**src/rtl/cpu_ctrl_pkg.sv**
```systemverilog
// Shared encodings for the multicycle MIPS-subset controller: states, opcodes,
// funct codes and datapath select values.
package cpu_ctrl_pkg;

  typedef enum logic [2:0] {
    StReset  = 3'd0,
    StFetch  = 3'd1,
    StDecode = 3'd2,
    StExec   = 3'd3,
    StMem    = 3'd4,
    StWb     = 3'd5,
    StHalt   = 3'd6
  } state_e;

  typedef enum logic [3:0] {
    ClsAlu     = 4'd0,
    ClsLoad    = 4'd1,
    ClsStore   = 4'd2,
    ClsBeq     = 4'd3,
    ClsBne     = 4'd4,
    ClsJump    = 4'd5,
    ClsJal     = 4'd6,
    ClsSyscall = 4'd7,
    ClsIllegal = 4'd8
  } instr_class_e;

  localparam logic [5:0] OP_RTYPE = 6'h00;
  localparam logic [5:0] OP_J     = 6'h02;
  localparam logic [5:0] OP_JAL   = 6'h03;
  localparam logic [5:0] OP_BEQ   = 6'h04;
  localparam logic [5:0] OP_BNE   = 6'h05;
  localparam logic [5:0] OP_ADDI  = 6'h08;
  localparam logic [5:0] OP_ADDIU = 6'h09;
  localparam logic [5:0] OP_SLTI  = 6'h0A;
  localparam logic [5:0] OP_ANDI  = 6'h0C;
  localparam logic [5:0] OP_ORI   = 6'h0D;
  localparam logic [5:0] OP_XORI  = 6'h0E;
  localparam logic [5:0] OP_LW    = 6'h23;
  localparam logic [5:0] OP_SW    = 6'h2B;

  localparam logic [5:0] FN_SLL     = 6'h00;
  localparam logic [5:0] FN_SRL     = 6'h02;
  localparam logic [5:0] FN_SRA     = 6'h03;
  localparam logic [5:0] FN_SYSCALL = 6'h0C;
  localparam logic [5:0] FN_ADD     = 6'h20;
  localparam logic [5:0] FN_SUB     = 6'h22;
  localparam logic [5:0] FN_AND     = 6'h24;
  localparam logic [5:0] FN_OR      = 6'h25;
  localparam logic [5:0] FN_SLT     = 6'h2A;

  localparam logic [3:0] ALU_ADD = 4'd0;
  localparam logic [3:0] ALU_SUB = 4'd1;
  localparam logic [3:0] ALU_AND = 4'd2;
  localparam logic [3:0] ALU_OR  = 4'd3;
  localparam logic [3:0] ALU_XOR = 4'd4;
  localparam logic [3:0] ALU_SLT = 4'd5;
  localparam logic [3:0] ALU_SLL = 4'd6;
  localparam logic [3:0] ALU_SRL = 4'd7;
  localparam logic [3:0] ALU_SRA = 4'd8;

  localparam logic [1:0] BSEL_RT    = 2'd0;
  localparam logic [1:0] BSEL_SEXT  = 2'd1;
  localparam logic [1:0] BSEL_ZEXT  = 2'd2;
  localparam logic [1:0] BSEL_SHAMT = 2'd3;

  localparam logic [1:0] PCSRC_PC4    = 2'd0;
  localparam logic [1:0] PCSRC_BRANCH = 2'd1;
  localparam logic [1:0] PCSRC_JUMP   = 2'd2;

  localparam logic [1:0] REGDST_RT  = 2'd0;
  localparam logic [1:0] REGDST_RD  = 2'd1;
  localparam logic [1:0] REGDST_R31 = 2'd2;

  localparam logic [1:0] WDSEL_ALU  = 2'd0;
  localparam logic [1:0] WDSEL_MEM  = 2'd1;
  localparam logic [1:0] WDSEL_LINK = 2'd2;

endpackage

```
**src/rtl/multicycle_ctrl_if.sv**
```systemverilog
// Instruction and data memory request/acknowledge handshakes.
interface multicycle_ctrl_if;
    logic imem_req;
    logic imem_ack;
    logic dmem_req;
    logic dmem_we;
    logic dmem_ack;

    modport master (output imem_req, dmem_req, dmem_we, input imem_ack, dmem_ack);
    modport slave  (input imem_req, dmem_req, dmem_we, output imem_ack, dmem_ack);
endinterface

```
**src/rtl/ctrl_decode.sv**
```systemverilog
// Combinational instruction classifier: opcode/funct to class, ALU op and
// ALU-B source select.
module ctrl_decode
    import cpu_ctrl_pkg::*;
(
    input  logic [31:0]  ir_d,
    output instr_class_e cls,
    output logic [3:0]   alu_op,
    output logic [1:0]   alu_b_sel,
    output logic         is_rtype,
    output logic         legal
);

    logic [5:0] op;
    logic [5:0] funct;
    logic       unused_ir;

    assign op        = ir_d[31:26];
    assign funct     = ir_d[5:0];
    assign unused_ir = ^ir_d[25:6];

    always_comb begin
        cls       = ClsAlu;
        alu_op    = ALU_ADD;
        alu_b_sel = BSEL_RT;
        is_rtype  = (op == OP_RTYPE);
        legal     = 1'b1;
        case (op)
            OP_RTYPE: begin
                case (funct)
                    FN_ADD:     alu_op = ALU_ADD;
                    FN_SUB:     alu_op = ALU_SUB;
                    FN_AND:     alu_op = ALU_AND;
                    FN_OR:      alu_op = ALU_OR;
                    FN_SLT:     alu_op = ALU_SLT;
                    FN_SLL:     begin alu_op = ALU_SLL; alu_b_sel = BSEL_SHAMT; end
                    FN_SRL:     begin alu_op = ALU_SRL; alu_b_sel = BSEL_SHAMT; end
                    FN_SRA:     begin alu_op = ALU_SRA; alu_b_sel = BSEL_SHAMT; end
                    FN_SYSCALL: cls = ClsSyscall;
                    default:    begin cls = ClsIllegal; legal = 1'b0; end
                endcase
            end
            OP_ADDI, OP_ADDIU: alu_b_sel = BSEL_SEXT;
            OP_SLTI:  begin alu_op = ALU_SLT; alu_b_sel = BSEL_SEXT; end
            OP_ANDI:  begin alu_op = ALU_AND; alu_b_sel = BSEL_ZEXT; end
            OP_ORI:   begin alu_op = ALU_OR;  alu_b_sel = BSEL_ZEXT; end
            OP_XORI:  begin alu_op = ALU_XOR; alu_b_sel = BSEL_ZEXT; end
            OP_LW:    begin cls = ClsLoad;  alu_b_sel = BSEL_SEXT; end
            OP_SW:    begin cls = ClsStore; alu_b_sel = BSEL_SEXT; end
            OP_BEQ:   begin cls = ClsBeq; alu_op = ALU_SUB; end
            OP_BNE:   begin cls = ClsBne; alu_op = ALU_SUB; end
            OP_J:     cls = ClsJump;
            OP_JAL:   cls = ClsJal;
            default:  begin cls = ClsIllegal; legal = 1'b0; end
        endcase
    end

endmodule

```
**src/rtl/multicycle_ctrl.sv**
```systemverilog
// Multicycle control FSM: sequences fetch/decode/exec/mem/wb and drives all
// datapath selects and enables as Moore decodes of state and the current IR.
module multicycle_ctrl
    import cpu_ctrl_pkg::*;
(
    input  logic              clk,
    input  logic              rst,
    input  logic [31:0]       ir_d,
    input  logic              alu_zero,
    multicycle_ctrl_if.master mem,
    output logic              ir_we,
    output logic              pc_we,
    output logic [1:0]        pc_src,
    output logic [1:0]        alu_b_sel,
    output logic [3:0]        alu_op,
    output logic              reg_we,
    output logic [1:0]        reg_dst,
    output logic [1:0]        wd_sel,
    output logic              halted,
    output logic              illegal
);

    state_e       state_q, state_d;
    logic         illegal_q, illegal_d;
    instr_class_e dec_cls;
    logic [3:0]   dec_alu_op;
    logic [1:0]   dec_b_sel;
    logic         dec_is_rtype;
    logic         dec_legal;
    logic         imem_req, dmem_req, dmem_we;

    ctrl_decode u_decode (
        .ir_d      (ir_d),
        .cls       (dec_cls),
        .alu_op    (dec_alu_op),
        .alu_b_sel (dec_b_sel),
        .is_rtype  (dec_is_rtype),
        .legal     (dec_legal)
    );

    // Async reset forces StReset, so every request/enable drops in the same cycle.
    always_ff @(posedge clk or posedge rst) begin
        if (rst) begin
            state_q   <= StReset;
            illegal_q <= 1'b0;
        end else begin
            state_q   <= state_d;
            illegal_q <= illegal_d;
        end
    end

    always_comb begin
        state_d   = state_q;
        illegal_d = illegal_q;
        imem_req  = 1'b0;
        dmem_req  = 1'b0;
        dmem_we   = 1'b0;
        ir_we     = 1'b0;
        pc_we     = 1'b0;
        pc_src    = PCSRC_PC4;
        alu_b_sel = BSEL_RT;
        alu_op    = ALU_ADD;
        reg_we    = 1'b0;
        reg_dst   = REGDST_RT;
        wd_sel    = WDSEL_ALU;
        halted    = 1'b0;
        case (state_q)
            StReset: state_d = StFetch;
            StFetch: begin
                imem_req = 1'b1;
                if (mem.imem_ack) begin
                    ir_we   = 1'b1;
                    pc_we   = 1'b1;
                    state_d = StDecode;
                end
            end
            StDecode: begin
                if (!dec_legal) begin
                    illegal_d = 1'b1;
                    state_d   = StFetch;
                end else if (dec_cls == ClsSyscall) begin
                    state_d = StHalt;
                end else begin
                    state_d = StExec;
                end
            end
            StExec: begin
                alu_b_sel = dec_b_sel;
                alu_op    = dec_alu_op;
                case (dec_cls)
                    ClsBeq: begin
                        pc_we   = alu_zero;
                        pc_src  = PCSRC_BRANCH;
                        state_d = StFetch;
                    end
                    ClsBne: begin
                        pc_we   = !alu_zero;
                        pc_src  = PCSRC_BRANCH;
                        state_d = StFetch;
                    end
                    ClsJump: begin
                        pc_we   = 1'b1;
                        pc_src  = PCSRC_JUMP;
                        state_d = StFetch;
                    end
                    ClsJal: begin
                        pc_we   = 1'b1;
                        pc_src  = PCSRC_JUMP;
                        reg_we  = 1'b1;
                        reg_dst = REGDST_R31;
                        wd_sel  = WDSEL_LINK;
                        state_d = StFetch;
                    end
                    ClsLoad, ClsStore: state_d = StMem;
                    ClsAlu:            state_d = StWb;
                    default:           state_d = StFetch;
                endcase
            end
            StMem: begin
                dmem_req = 1'b1;
                dmem_we  = (dec_cls == ClsStore);
                if (mem.dmem_ack) begin
                    state_d = (dec_cls == ClsStore) ? StFetch : StWb;
                end
            end
            StWb: begin
                reg_we  = 1'b1;
                reg_dst = dec_is_rtype ? REGDST_RD : REGDST_RT;
                wd_sel  = (dec_cls == ClsLoad) ? WDSEL_MEM : WDSEL_ALU;
                state_d = StFetch;
            end
            StHalt: halted = 1'b1;
            default: state_d = StReset;
        endcase
    end

    assign mem.imem_req = imem_req;
    assign mem.dmem_req = dmem_req;
    assign mem.dmem_we  = dmem_we;
    assign illegal      = illegal_q;

endmodule

```
**src/flat_wrapper.sv**
```systemverilog
// flat-port wrapper written by rule: the top's interface ports become plain ports
module multicycle_ctrl_flat import cpu_ctrl_pkg::*;
  (clk, rst, ir_d, alu_zero, ir_we, pc_we, pc_src, alu_b_sel, alu_op, reg_we, reg_dst, wd_sel, halted, illegal, mem_imem_req, mem_dmem_req, mem_dmem_we, mem_imem_ack, mem_dmem_ack);
  multicycle_ctrl_if mem_i ();
  input  logic clk;
  input  logic rst;
  input  logic [31:0] ir_d;
  input  logic alu_zero;
  output logic ir_we;
  output logic pc_we;
  output logic [1:0] pc_src;
  output logic [1:0] alu_b_sel;
  output logic [3:0] alu_op;
  output logic reg_we;
  output logic [1:0] reg_dst;
  output logic [1:0] wd_sel;
  output logic halted;
  output logic illegal;
  output wire logic [$bits(mem_i.imem_req)-1:0] mem_imem_req;
  output wire logic [$bits(mem_i.dmem_req)-1:0] mem_dmem_req;
  output wire logic [$bits(mem_i.dmem_we)-1:0] mem_dmem_we;
  input wire logic [$bits(mem_i.imem_ack)-1:0] mem_imem_ack;
  input wire logic [$bits(mem_i.dmem_ack)-1:0] mem_dmem_ack;
  assign mem_imem_req = mem_i.imem_req;
  assign mem_dmem_req = mem_i.dmem_req;
  assign mem_dmem_we = mem_i.dmem_we;
  assign mem_i.imem_ack = mem_imem_ack;
  assign mem_i.dmem_ack = mem_dmem_ack;
  multicycle_ctrl u_core (.clk(clk), .rst(rst), .ir_d(ir_d), .alu_zero(alu_zero), .mem(mem_i), .ir_we(ir_we), .pc_we(pc_we), .pc_src(pc_src), .alu_b_sel(alu_b_sel), .alu_op(alu_op), .reg_we(reg_we), .reg_dst(reg_dst), .wd_sel(wd_sel), .halted(halted), .illegal(illegal));
endmodule
```
**config.mk**
```make
export PLATFORM = sky130hd
export DESIGN_NAME = multicycle_ctrl_flat
export DESIGN_NICKNAME = d
export VERILOG_FILES = /design/src/rtl/cpu_ctrl_pkg.sv /design/src/rtl/multicycle_ctrl_if.sv /design/src/rtl/ctrl_decode.sv /design/src/rtl/multicycle_ctrl.sv /design/src/flat_wrapper.sv
export SDC_FILE = /design/constraint.sdc
export NUM_CORES = 1
export LEC_CHECK = 0
export CAP_MARGIN = 15
export CORE_ASPECT_RATIO = 1.2
export CORE_MARGIN = 5
export CORE_UTILIZATION = 32
export DETAILED_ROUTE_END_ITERATION = 8
export PLACE_DENSITY = 0.77
export REMOVE_ABC_BUFFERS = 1
export SYNTH_ARGS = -nofsm -noshare
export SYNTH_HDL_FRONTEND = slang
export SYNTH_SLANG_ARGS = --single-unit
```
**constraint.sdc**
```tcl
create_clock -name clk -period 2.6 [get_ports clk]
set_input_delay 0.78 -clock clk [delete_from_list [all_inputs] [get_ports clk]]
set_output_delay 0.78 -clock clk [all_outputs]
set_load 0.02 [all_outputs]
```
-- After elaboration in Yosys (flattened, before gate mapping)
Cells that the tools add are included.
Widths: inputs -> output; s select.
- input bits: 37
- register bits: 4
- word-level logic and storage cells: 92
- output and inout bits: 20
- eq/ne operators: 35
- reduce and logical (&&, ||, !) cells: 19
- mux-type cells: 34
- bitwise logic cells: 2
- operator list (cell ; count):
    $eq 6x4->1 const B ; 7
    $eq 6x6->1 const B ; 7
    $pmux 4 s8 ; 1
    $pmux 4 s7 ; 1
    $eq 6x2->1 const B ; 4
    $pmux 4 s6 ; 1
    $pmux 3 s6 ; 1
    $eq 4x3->1 const B ; 4
    $mux 3 ; 5
    $eq 6x3->1 const B ; 2
    $logic_not 6->1 ; 2
    $pmux 2 s2 ; 3
    $reduce_or 12->1 ; 1
    $mux 1 ; 10
    $reduce_or 2->1 ; 5
    $eq 3x3->1 const B ; 3
    $reduce_or 9->1 ; 1
    $eq 4x2->1 const B ; 2
    $mux 2 ; 4
    $pmux 4 s2 ; 1
    $reduce_or 8->1 ; 1
    $eq 3x2->1 const B ; 2
    $pmux 1 s2 ; 3
    $pmux 2 s3 ; 1
    15 further kinds ; 18

-- Logic depth before layout (Yosys ltp)
- word-level depth: 8
- depth in mapped cells: 6
- gate-level depth less buffers: 5

-- By module
From an unflattened synthesis, not the netlist that was laid out.
- cell total of the unflattened synthesis: 133
- area total of the unflattened synthesis: 999.7 µm²
- by module, submodules not included (module ; seq. area each (µm²) ; area each (µm²) ; cells each ; times used):
    multicycle_ctrl ; 100.1 ; 513.0 ; 66 ; 1
    ctrl_decode ; 0.0 ; 486.7 ; 67 ; 1

-- Worst setup path before layout
No wires, ideal clock.
- path kind: input-to-output
- start point: in ir_d[31]
- end point: out reg_we
- data arrival time: 2.239 ns
- path buffers: 1
- stages: 5
- path slack: -0.419 ns
- required time: 1.820 ns
- cells stage by stage: buf_6 -> or3_4 -> or2_4 -> a221oi_2 -> a31o_1
- cells in the longest elaborated chain, start to end: 6
- elaborated cells between the ends (all ways): 18
- those cells by class: 13 x eq/ne; 3 x mux; 2 x reduce/logical
- RTL lines (what ; RTL line ; RTL):
    start: declaration ; flat_wrapper.sv:7 ; input logic [31:0] ir_d;
    $eq 6x4->1 ; ctrl_decode.sv:28 ; case (op)
    $reduce_or 6->1 (no source line) ; n/a ;
    $pmux 4 s8 * ; ctrl_decode.sv:28 ;
    $eq 4x3->1 * ; multicycle_ctrl.sv:90 ; case (dec_cls)
    $mux 1 * ; multicycle_ctrl.sv:90 ;
    $pmux 1 s2 * ; multicycle_ctrl.sv:67 ; case (state_q)
    end: declaration ; flat_wrapper.sv:14 ; output logic reg_we;
Mark *: on every way between the ends. The rest lies on a longest branch, timed or not.

-- Final worst setup path
Ends and elaborated chain as after synthesis.

==> impl_metrics.csv <==
group,metric,value,unit
run_status,run_status,"complete, but fails checks",
run_status,violations,"negative setup slack",
clocking,ctsHoldBuffers,0,
global_routing,antenna_found_initial,0,
worst_setup_path,arrival,2.02,ns
timing,maxSlewHeadroom,80.28,%
placement,globalplace.congestion,0.8489,
worst_setup_path,path_common_cell,"buf_6",
die,start_util,32.85,%
synthesis,synth_top_area_share,12.18,%
finish,ff_latch_area,100.1,µm²
clocking,clk_latency,0.24,ns
worst_hold_path,min_path_type,"flip-flop to flip-flop",
timing,period_needed,2.798,ns
global_routing,grt.overflow.total,0,
global_routing,grt_first_pass_wirelength,5375,µm
worst_setup_path,critPathCaptureType,"primary output",
synthesis,syn_avg_cell_area,6.850,µm²
synthesis,netlist_top_cells_area,"dfrtp_1 12%, nor2_1 6.4%, a21oi_1 6.1%, nand2b_1 4.6%, nor3_1 4.3%",
worst_setup_path,cp_max_fo,4,
timing,fin_crit_sh,107.6,%
synthesis,async_reset_ff_share,100.0,%
global_routing,busiest_layer,"met2",
timing,finalSetupViolations,10,
clocking,clock-root-buffer,"clkbuf_4",
pwr,power.leakage,0.7230,nW
die,design.die.area,3686,µm²
timing,rsz0062_at_grt,"true",
detailed_routing,remaining_drc_errors,0,
timing,worst-slew-pin-transition,0.2958,ns
detailed_routing,drt_iter0_drc,32,
synthesis,yosys_warnings,0,
worst_setup_path,critPathMaxStageDelay,0.38,ns
global_routing,grt_pass1_vias,1216,
placement,post-dp-hpwl,2345,µm
detailed_routing,drt_wl_total,3404,µm
finish,drive_gt1_share,57.07,%
timing,fin_skew,0.006747,ns
pwr,peakVddDrop,314.4,µV
worst_setup_path,required,1.82,ns
finish,final_nets,230,
clocking,numCtsBuffers,3,
global_routing,grt_max_degree,11,
job,cap_viol_max_count,0,
detailed_routing,post_drt_via_cell_ratio,5.513,
detailed_routing,detail-route-antenna-nets,0,
synthesis,syn_inst,120,
clocking,clk_pin_slew,0.04,ns
die,die_h,65.52,µm
global_routing,met2_usage,35.38,%
die,placementRows,20,
clocking,cts_tree,"yes",
worst_setup_path,path_cells,"buf_6, or3_4, or2_4, a221oi_4, a31o_1, buf_6",
die,dieWidth,56.27,µm
global_routing,met3_usage,4.126,%
finish,multiInputGateArea,832.0,µm²
synthesis,seq_area_frac_synth,12.18,%
placement,port-buffer-count,36,
global_routing,met1_usage,19.32,%
timing,setup_ws,-0.1980,ns
worst_setup_path,worst-setup-path-type,"input pin to primary output",
synthesis,netlist_area,822.0,µm²
clocking,clock_sinks,4,
timing,whs,0.4535,ns
finish,fill_cells,195,
clocking,cts_buffer_depth,2,
synthesis,synth.distinct_cells,51,
finish,diodes,0,
clocking,htreeDepth,1,
timing,max_freq,357.4,MHz
timing,finalHoldViolCount,0,
synthesis,synthFlopType,"dfrtp_1",
synthesis,yosysTopAreaCell,"dfrtp_1",
detailed_routing,first_pass_iters,6,
pwr,power.density,305.5,nW/µm²
global_routing,track_usage,17.90,%
synthesis,synth-edff-count,0,
detailed_routing,route.vias.total,1235,
die,core_area,2502,µm²
worst_setup_path,critPathSlowestCell,"or3_4",
die,ios,57,
finish,syn_to_final_growth,105.5,%
worst_setup_path,startpoint_type,"input pin",
detailed_routing,wl_per_cell,15.20,µm
synthesis,ys_ff_latch,4,
pwr,power.total,0.0005159,W
timing,slew_viol_final,0,
## final timing paths
check                                  start           endpoint  slack [ns]  cells past startpoint
setup / recovery                    ir_d[31]             reg_we       -0.20                      6
hold / removal                u_core.illegal     u_core.illegal        0.45                      1
setup reg to reg           u_core.state_q[1]  u_core.state_q[0]        1.31                      5
hold reg to reg               u_core.illegal     u_core.illegal        0.45                      1
max in group asynchronous                rst  u_core.state_q[0]        1.73                      2
min in group asynchronous                rst  u_core.state_q[1]        0.72                      2
## placed cells by master (no fill, tap or decap), types with 3 or more instances in the layout
| cell | Yosys | layout |
|---|---|---|
| buf_4 | 1 | 43 |
| buf_2 | 4 | 6 |
| dfrtp_1 | 4 | 4 |
| nand3b_1 | 3 | 3 |
| nand2b_4 | 1 | 3 |
| o21ai_0 | 5 | 4 |
| a21oi_1 | 10 | 6 |
| nand2b_1 | 6 | 4 |
| inv_1 | 4 | 4 |
| clkdlybuf4s50_1 | 0 | 8 |
| nor2_1 | 14 | 10 |
| nand3_1 | 6 | 4 |
| nand2_1 | 7 | 6 |
| clkbuf_4 | 0 | 3 |
| a21oi_2 | 0 | 4 |
| nor2_2 | 1 | 5 |
| nor3_4 | 0 | 4 |
| buf_6 | 2 | 20 |
| nor3b_1 | 4 | 3 |
## flip-flops by register name (all words and copies together) (netlist names)
| name | cells |
|---|---|
| u_core.illegal | 1 |
| u_core.state_q | 3 |
## where the power goes
| part | internal [W] | switching (W) |
|---|---|---|
| clock | 0.0000516 | 0.0000259 |
| combinational | 0.000169 | 0.000184 |
| sequential | 0.0000775 | 0.00000726 |
## Yosys cell counts, types with 2 or more instances
library cell,instances
xor2_1,2
buf_6,2
clkbuf_1,3
o21ai_0,5
nand2b_1,6
inv_1,4
nand4_1,2
nand3_1,6
o21bai_1,2
dfrtp_1,4
nor3_1,7
a21o_1,2
nand3b_1,3
a21oi_1,10
buf_2,4
nand2_1,7
nor3b_1,4
nor2_1,14
## worst max-delay path: cells and delay by family
kind | cells | cell delay (ns)
compound gates | 2 | 0.36
buf+inv | 2 | 0.23
simple gates | 2 | 0.64
## stage by stage
| step | cell area [µm²] | setup WS, ns | utilization (%) | std cells | TNS (ns) |
|---|---|---|---|---|---|
| 6_report | 1689 | -0.1980 | 67.50 | 224 | -1.010 |
| 5_1_grt | 1689 | -0.2543 | 67.50 | 224 | -1.618 |
| 4_1_cts | 1642 | -0.1894 | 65.60 | 223 | -0.8305 |
| 3_5_place_dp | 1428 | -1.105 | 57.05 | 214 | -14.98 |
| 3_3_place_gp | 1428 | -1.033 | 57.05 | 214 | -14.40 |
| 2_1_floorplan | 755.7 | -0.5174 | - | 109 | -1.276 |
## cell type report
type / count / share of cell area [%]
clock buffers: 3 / 1.333
inverters: 4 / 0.8889
multi-input cells: 101 / 49.26
flip-flops and latches: 4 / 5.926
well taps: 33 / 2.444
repair buffers: 79 / 40.15
## kinds of logic (layout without fill, tap and decap cells)
group,Yosys count,in the layout,share of synthesized area (%)
buffers and inverters,15,86,9.892
XOR/XNOR,2,2,2.131
multiplexers,1,1,1.218
flip-flops,4,4,12.18
AO/OA/AOI/OAI,34,34,28.46
AND/OR/NAND/NOR,64,64,46.12
## routing by layer
layer  up-vias  share of wire, %  wire (µm)
met4         0               3.1        106
met1       577                40       1367
met3        16               5.4        183
met5         -                 0          0
met2        50                51       1747
li1        592                 -          -
## timing repair
item                                    in CTS  in global routing
resized for setup                          172                 14
setup buffers                                6                  1
endpoints found under the setup margin      16                 14
pin swaps                                   23                  7
Note: power is estimated with default switching activity, not from simulation.
